<file path="config.mk">
export PLATFORM = sky130hd
export DESIGN_NAME = calc_mp_engine
export DESIGN_NICKNAME = d
export VERILOG_FILES = /design/src/rtl/calc_mp_pkg.sv /design/src/rtl/calc_mp_fifo.sv /design/src/rtl/calc_mp_engine.sv
export SDC_FILE = /design/constraint.sdc
export NUM_CORES = 2
export LEC_CHECK = 0
export CORE_MARGIN = 4
export CORE_UTILIZATION = 50
export DETAILED_ROUTE_END_ITERATION = 10
export GPL_TIMING_DRIVEN = 0
export HOLD_SLACK_MARGIN = 0.06
export PLACE_DENSITY = 0.76
export SLEW_MARGIN = 10
export SYNTH_ARGS = -nofsm -noshare
export SYNTH_HDL_FRONTEND = slang
export SYNTH_SLANG_ARGS = --single-unit
</file>
<file path="constraint.sdc">
create_clock -name c_clk -period 4.6 [get_ports c_clk]
set_input_delay 0.69 -clock c_clk [delete_from_list [all_inputs] [get_ports c_clk]]
set_output_delay 0.69 -clock c_clk [all_outputs]
set_load 0.01 [all_outputs]
</file>
<file path="src/rtl/calc_mp_pkg.sv">
// Shared types for the multi-port calculator engine.
package calc_mp_pkg;

  localparam int CMD_W      = 4;
  localparam int DEF_DATA_W = 32;
  localparam int DEF_TAG_W  = 2;

  typedef enum logic [CMD_W-1:0] {
    NOP = 4'd0,
    ADD = 4'd1,
    SUB = 4'd2,
    SHL = 4'd5,
    SHR = 4'd6
  } cmd_e;

  typedef enum logic [1:0] {
    RESP_NONE = 2'd0,
    RESP_OK   = 2'd1,
    RESP_ERR  = 2'd2
  } resp_e;

  typedef enum logic {
    CAP_IDLE     = 1'b0,
    CAP_WAIT_OP2 = 1'b1
  } cap_state_e;

  typedef struct packed {
    logic [CMD_W-1:0]      cmd;
    logic [DEF_DATA_W-1:0] op1;
    logic [DEF_DATA_W-1:0] op2;
    logic [DEF_TAG_W-1:0]  tag;
  } req_t;

endpackage

</file>
<file path="src/rtl/calc_mp_fifo.sv">
// Per-port command queue: synchronous push/pop, registered occupancy count.
module calc_mp_fifo #(
  parameter int WIDTH = 8,
  parameter int DEPTH = 4
) (
  input  logic                   c_clk,
  input  logic                   reset_n,
  input  logic                   push,
  input  logic [WIDTH-1:0]       push_data,
  input  logic                   pop,
  output logic [WIDTH-1:0]       pop_data,
  output logic [$clog2(DEPTH):0] count
);

  localparam int AW = $clog2(DEPTH);

  logic [WIDTH-1:0] mem [DEPTH];
  logic [AW-1:0]    wr_ptr;
  logic [AW-1:0]    rd_ptr;

  always_ff @(posedge c_clk or negedge reset_n) begin
    if (!reset_n) begin
      wr_ptr <= '0;
      rd_ptr <= '0;
      count  <= '0;
    end else begin
      if (push) wr_ptr <= wr_ptr + 1'b1;
      if (pop)  rd_ptr <= rd_ptr + 1'b1;
      case ({push, pop})
        2'b10:   count <= count + 1'b1;
        2'b01:   count <= count - 1'b1;
        default: count <= count;
      endcase
    end
  end

  always_ff @(posedge c_clk) begin
    if (push) mem[wr_ptr] <= push_data;
  end

  assign pop_data = mem[rd_ptr];

endmodule

</file>
<file path="src/rtl/calc_mp_engine.sv">
// Multi-port calculator: per-port capture FSM + FIFO, round-robin arbiter,
// shared two-stage ALU pipeline with responses routed back to the source port.
module calc_mp_engine
  import calc_mp_pkg::*;
#(
  parameter int NUM_PORTS = 4,
  parameter int DATA_W    = 32,
  parameter int TAG_W     = 2,
  parameter int DEPTH     = 4
) (
  input  logic                          c_clk,
  input  logic                          reset_n,
  input  logic [NUM_PORTS*CMD_W-1:0]    req_cmd_in,
  input  logic [NUM_PORTS*DATA_W-1:0]   req_data_in,
  input  logic [NUM_PORTS*TAG_W-1:0]    req_tag_in,
  output logic [NUM_PORTS-1:0]          req_ready,
  output logic [NUM_PORTS*2-1:0]        out_resp,
  output logic [NUM_PORTS*DATA_W-1:0]   out_data,
  output logic [NUM_PORTS*TAG_W-1:0]    out_tag
);

  localparam int FW  = CMD_W + 2 * DATA_W + TAG_W;
  localparam int CW  = $clog2(DEPTH) + 1;
  localparam int PW  = (NUM_PORTS > 1) ? $clog2(NUM_PORTS) : 1;
  localparam int SHW = $clog2(DATA_W);

  // Returns {error, result}; a failing command always carries a zero result.
  function automatic logic [DATA_W:0] alu(input logic [CMD_W-1:0]  cmd,
                                          input logic [DATA_W-1:0] a,
                                          input logic [DATA_W-1:0] b);
    logic [DATA_W:0] sum;
    sum = {1'b0, a} + {1'b0, b};
    case (cmd)
      ADD:     alu = sum[DATA_W] ? {1'b1, {DATA_W{1'b0}}} : {1'b0, sum[DATA_W-1:0]};
      SUB:     alu = (b > a) ? {1'b1, {DATA_W{1'b0}}} : {1'b0, a - b};
      SHL:     alu = {1'b0, a << b[SHW-1:0]};
      SHR:     alu = {1'b0, a >> b[SHW-1:0]};
      default: alu = {1'b1, {DATA_W{1'b0}}};
    endcase
  endfunction

  logic                 ready_en;
  logic [NUM_PORTS-1:0] nonempty;
  logic [NUM_PORTS-1:0] pop_vec;
  logic [FW-1:0]        rd_data [NUM_PORTS];

  logic [PW-1:0]        rr_ptr;
  logic [PW-1:0]        cand;
  logic                 gnt_vld_p0;
  logic [PW-1:0]        gnt_p0;

  logic                 vld_p1;
  logic [CMD_W-1:0]     cmd_p1;
  logic [DATA_W-1:0]    op1_p1;
  logic [DATA_W-1:0]    op2_p1;
  logic [TAG_W-1:0]     tag_p1;
  logic [PW-1:0]        port_p1;
  logic [DATA_W:0]      alu_p1;

  logic                 vld_p2;
  logic                 err_p2;
  logic [DATA_W-1:0]    res_p2;
  logic [TAG_W-1:0]     tag_p2;
  logic [PW-1:0]        port_p2;

  always_ff @(posedge c_clk or negedge reset_n) begin
    if (!reset_n) ready_en <= 1'b0;
    else          ready_en <= 1'b1;
  end

  // Stage p0: per-port capture and queueing
  for (genvar p = 0; p < NUM_PORTS; p++) begin : g_port
    cap_state_e        state;
    logic [CMD_W-1:0]  cmd_now;
    logic [CMD_W-1:0]  cmd_lat;
    logic [DATA_W-1:0] op1_lat;
    logic [TAG_W-1:0]  tag_lat;
    logic [CW-1:0]     cnt;
    logic              take;
    logic              push;
    logic              hit;

    assign cmd_now = req_cmd_in[p*CMD_W +: CMD_W];
    assign take    = (state == CAP_IDLE) && (cmd_now != '0) && req_ready[p];
    assign push    = (state == CAP_WAIT_OP2);

    always_ff @(posedge c_clk or negedge reset_n) begin
      if (!reset_n) begin
        state <= CAP_IDLE;
      end else begin
        case (state)
          CAP_IDLE:     if (take) state <= CAP_WAIT_OP2;
          CAP_WAIT_OP2: state <= CAP_IDLE;
          default:      state <= CAP_IDLE;
        endcase
      end
    end

    always_ff @(posedge c_clk) begin
      if (take) begin
        cmd_lat <= cmd_now;
        op1_lat <= req_data_in[p*DATA_W +: DATA_W];
        tag_lat <= req_tag_in[p*TAG_W +: TAG_W];
      end
    end

    // The last free slot is held back for the op2 of a command already in flight.
    assign req_ready[p] = ready_en &&
                          ((cnt < CW'(DEPTH - 1)) ||
                           ((cnt == CW'(DEPTH - 1)) && (state == CAP_IDLE)));

    calc_mp_fifo #(
      .WIDTH (FW),
      .DEPTH (DEPTH)
    ) u_fifo (
      .c_clk     (c_clk),
      .reset_n   (reset_n),
      .push      (push),
      .push_data ({cmd_lat, op1_lat, req_data_in[p*DATA_W +: DATA_W], tag_lat}),
      .pop       (pop_vec[p]),
      .pop_data  (rd_data[p]),
      .count     (cnt)
    );

    assign nonempty[p] = (cnt != '0);

    assign hit = vld_p2 && (port_p2 == PW'(p));
    assign out_resp[p*2 +: 2]          = hit ? (err_p2 ? RESP_ERR : RESP_OK) : RESP_NONE;
    assign out_data[p*DATA_W +: DATA_W] = (hit && !err_p2) ? res_p2 : '0;
    assign out_tag[p*TAG_W +: TAG_W]    = hit ? tag_p2 : '0;
  end

  always_comb begin
    gnt_vld_p0 = 1'b0;
    gnt_p0     = '0;
    cand       = '0;
    for (int k = 0; k < NUM_PORTS; k++) begin
      cand = PW'((int'(rr_ptr) + k) % NUM_PORTS);
      if (!gnt_vld_p0 && nonempty[cand]) begin
        gnt_vld_p0 = 1'b1;
        gnt_p0     = cand;
      end
    end
  end

  always_comb begin
    pop_vec = '0;
    if (gnt_vld_p0) pop_vec[gnt_p0] = 1'b1;
  end

  always_ff @(posedge c_clk or negedge reset_n) begin
    if (!reset_n)        rr_ptr <= '0;
    else if (gnt_vld_p0) rr_ptr <= PW'((int'(gnt_p0) + 1) % NUM_PORTS);
  end

  // Stage p1: granted request held for execution
  always_ff @(posedge c_clk or negedge reset_n) begin
    if (!reset_n) vld_p1 <= 1'b0;
    else          vld_p1 <= gnt_vld_p0;
  end

  always_ff @(posedge c_clk) begin
    if (gnt_vld_p0) begin
      {cmd_p1, op1_p1, op2_p1, tag_p1} <= rd_data[gnt_p0];
      port_p1                          <= gnt_p0;
    end
  end

  assign alu_p1 = alu(cmd_p1, op1_p1, op2_p1);

  // Stage p2: result register driving the addressed port for one cycle
  always_ff @(posedge c_clk or negedge reset_n) begin
    if (!reset_n) vld_p2 <= 1'b0;
    else          vld_p2 <= vld_p1;
  end

  always_ff @(posedge c_clk) begin
    if (vld_p1) begin
      err_p2  <= alu_p1[DATA_W];
      res_p2  <= alu_p1[DATA_W-1:0];
      tag_p2  <= tag_p1;
      port_p2 <= port_p1;
    end
  end

endmodule

</file>
==> flow_metrics.tcl <==
set metrics [dict create \
    outcome "completed" \
    path_cells "buf_2 -> buf_4 -> inv_1 -> fa_1 -> o21bai_1 -> o2111ai_1 -> a211oi_2 -> o2111ai_2 -> a21o_2 -> a21oi_4 -> nor2_2 -> buf_2 -> a221oi_1 -> o21ai_1" \
    drv_cap 0 \
    slew_viol_final 0 \
    syn_area_um2 60100 \
    cp_slowest_cell "a221oi_1" \
    synth_fp_nets 3843 \
    pre_cts_slack_ns -0.714 \
    cp.depth 14 \
    layoutNonFillerInstCount 5813 \
    wl_mm 175 \
    clkLatencyLatePin_ns 0.75 \
    io_pins 302 \
    initial_core_util_pct 50.7 \
    place_congestion 0.972 \
    crit_arrival_ns 4.92 \
    rows 126 \
    ys_seq_area_share_pct 70.5 \
    grt_pass1_vias 35800 \
    async_reset_ff_share_pct 2.61 \
    ant_nets 0 \
    clock_sinks 1418 \
    dieArea_um2 126000 \
    seqCellArea_um2 42400 \
    cts_inserted_buffers 138 \
    fp.dieW_um 355 \
    cts_tree "done" \
    r2r_start "op2_p1[1]$_DFFE_PN_" \
    p_leak_nw 23.9 \
    worstSetupPathType "flip-flop to flip-flop" \
    hold_path.class "primary input to asynchronous set/reset pin" \
    syn_area_per_cell_um2 16.7 \
    grt_pass1_wl_mm 252 \
    clk_pin_slew_ns 0.06 \
    peakVddDrop_v 0.000575 \
    yosys.area.top_type "edfxtp_1" \
    hold_viol 0 \
    place_area_um2 65900 \
    netlist-cell-type-count 89 \
    synthTopCellsByArea "edfxtp_1 69%, mux4_2 11%, nand2_1 2.3%" \
    timing.final.crit_share_pct 96.9 \
    synth_most_common_cell "edfxtp_1" \
    drtPass1Iterations 8 \
    antenna_found_initial 33 \
    cp-end-kind "flip-flop" \
    ys.flop_type "edfxtp_1" \
    layout.nets 4334 \
    grt_max_degree 47 \
    fin_crit_ns 4.46 \
    num-fill-cells 8532 \
    track_usage_pct 27.6 \
    die_y_um 355 \
    globalRouteOverflowTotal 0 \
    io_buffers 301 \
    maxSlewHeadroom_pct 9.78 \
    powerDensity_nw_per_um2 748 \
    crit_buf_inv 4 \
    ys_seq_elements 1418 \
    worstPathRequired_ns 5.06 \
    startpoint_type "flip-flop" \
    drive_above_1_share_pct 15.9 \
    critical_path.top_delay_family "compound AO/OA/AOI/OAI gates" \
    post-route-cell-area_um2 70600 \
    yosysWarnings 0 \
    multiInputGateArea_um2 16700 \
    synthTopCellsByCount "1,381 x edfxtp_1, 363 x nand2_1, 294 x mux4_2" \
    avgViaCountPerCell 6.22 \
    finClkSkew_ns 0.0325 \
    setup_slack_ns 0.144 \
    dp_cells 5538 \
    drt-initial-drc-count 4816 \
    synth-edff-count 1381 \
    cpMostUsedCell "buf_2" \
    rsz0062_at_grt "false" \
    max_freq_mhz 224 \
    reg2regPathDepth 14 \
    setup_violations 0 \
    drc 0 \
    place_hpwl_mm 122 \
    h-tree-depth 4 \
    area_growth_pct 17.4 \
    worst_pin_slew_ns 1.35 \
    avgRoutedWirePerCell_um 30.2 \
    crit_fanout 19 \
    ff2ff_setup_slack_ns 0.14 \
    synth_top_cell_area_share_pct 69.0 \
    critPathLaunch "op2_p1[1]$_DFFE_PN_" \
    cts_root_buf "clkbuf_16" \
    syn_inst 3593 \
    coreArea_um2 119000 \
    clock_path_buffers 3 \
    cpPeakStageDelay_ns 0.57 \
    vias 36200 \
]
==> cells in the final DEF (no fill, tap or decap), drive strengths merged, types with 9 or more instances in the layout <==
| cell type | count |
|---|---|
| mux2i | 57 |
| mux2 | 14 |
| o221a | 20 |
| clkinv | 58 |
| nor2 | 123 |
| edfxtp | 1381 |
| nor4 | 14 |
| a221oi | 30 |
| clkbuf | 317 |
| buf | 106 |
| o21bai | 19 |
| bufinv | 9 |
| a31oi | 89 |
| a22oi | 13 |
| dfrtp | 37 |
| ha | 90 |
| and2 | 165 |
| diode | 16 |
| nor2b | 17 |
| inv | 107 |
| o211ai | 12 |
| a21o | 18 |
| nand2b | 34 |
| xor2 | 16 |
| o22ai | 26 |
| mux4 | 294 |
| clkdlybuf4s50 | 300 |
| o21a | 12 |
| and3 | 74 |
| o21ai | 107 |
| nand2 | 363 |
| a21oi | 106 |
| nor3 | 31 |
| a211oi | 11 |
==> path summary, 6_finish.rpt <==
check | to
worst max-delay path | res_p2[13]$_DFFE_PP_
worst min-delay path | g_port[1].push$_DFF_PN0_
worst max register to register | res_p2[13]$_DFFE_PP_
worst min register to register | tag_p2[0]$_DFFE_PP_
max in group asynchronous | vld_p1$_DFF_PN0_
min in group c_clk | tag_p2[0]$_DFFE_PP_
==> worst reg2reg max path, cell delays in order (launching register included) <==
cell and delay (ns):
edfxtp_1 0.49, buf_2 0.26, buf_4 0.27, inv_1 0.17, fa_1 0.48, o21bai_1 0.21, o2111ai_1 0.18, a211oi_2 0.35
o2111ai_2 0.20, a21o_2 0.29, a21oi_4 0.24, nor2_2 0.07, buf_2 0.22, a221oi_1 0.58, o21ai_1 0.17
==> logic make-up after synthesis <==
group                    count (synthesis)  share of synthesized area (%)
flip-flops                            1418                           70.5
multiplexers                           365                           12.2
adder cells (fa/ha/maj)                 96                           2.07
other                                    1                        0.00624
AO/OA/AOI/OAI                          533                           5.99
XOR/XNOR                                24                          0.350
buffers and inverters                  300                           1.98
AND/OR/NAND/NOR                        856                           6.88
==> sequential cells by signal, indices dropped and copies added, names as in the netlist, 8 cells and up <==
register              flops
g_port.u_fifo.mem      1120
g_port.op1_lat          128
op1_p1                   32
op2_p1                   32
res_p2                   32
g_port.cmd_lat           16
g_port.u_fifo.count      12
g_port.tag_lat            8
g_port.u_fifo.rd_ptr      8
g_port.u_fifo.wr_ptr      8
==> power breakdown <==
group / leakage, nW / switching, mW / internal, mW / total (mW)
sequential: 13.2 / 1.52 / 17.2 / 18.7
combinational: 8.55 / 15.0 / 8.00 / 23.0
clock: 2.16 / 4.85 / 6.27 / 11.1
==> per-stage QoR <==
stage | power [mW] | setup TNS (ns) | util, % | hold slack, ns
CTS | 52.3 | 0 | 59.3 | 0.295
detailed placement | 41.0 | -16.31 | 55.6 | 0.428
finish | 52.8 | 0 | 59.4 | 0.350
global route | 54.9 | 0 | 59.4 | 0.349
global placement | 40.7 | -603.11 | 54.9 | 0.416
floorplan | 31.9 | 0 | - | 0.394
==> what timing repair did <==
item,CTS,global route
setup buffers,0,9
hold buffers,1,0
cloned,0,1
pin swaps,0,1
setup endpoints to repair,42,35
gates resized for setup,11,9
hold endpoints to repair,33,0
==> routing by layer <==
layer  vias up  global-route usage (%)  share of wire (%)
li1      15200                       -                  -
met1     18200                    35.4                 37
met2      2277                    45.1                 48
met3       456                    6.74                 10
met4        22                    12.5                5.1
met5         -                       0              0.079
==> final cells by class <==
cell class | instances | area share, %
sequential | 1418 | 60.1
multi-input combinational | 1875 | 23.6
timing repair buffer | 355 | 5.40
clock buffer | 175 | 5.26
tap | 1600 | 2.84
buffer | 194 | 1.14
clock inverter | 78 | 1.03
inverter | 101 | 0.548
antenna | 16 | 0.0567
timing repair inverter | 1 | 0.00709
No activity file was read; power rests on OpenSTA's default activity.
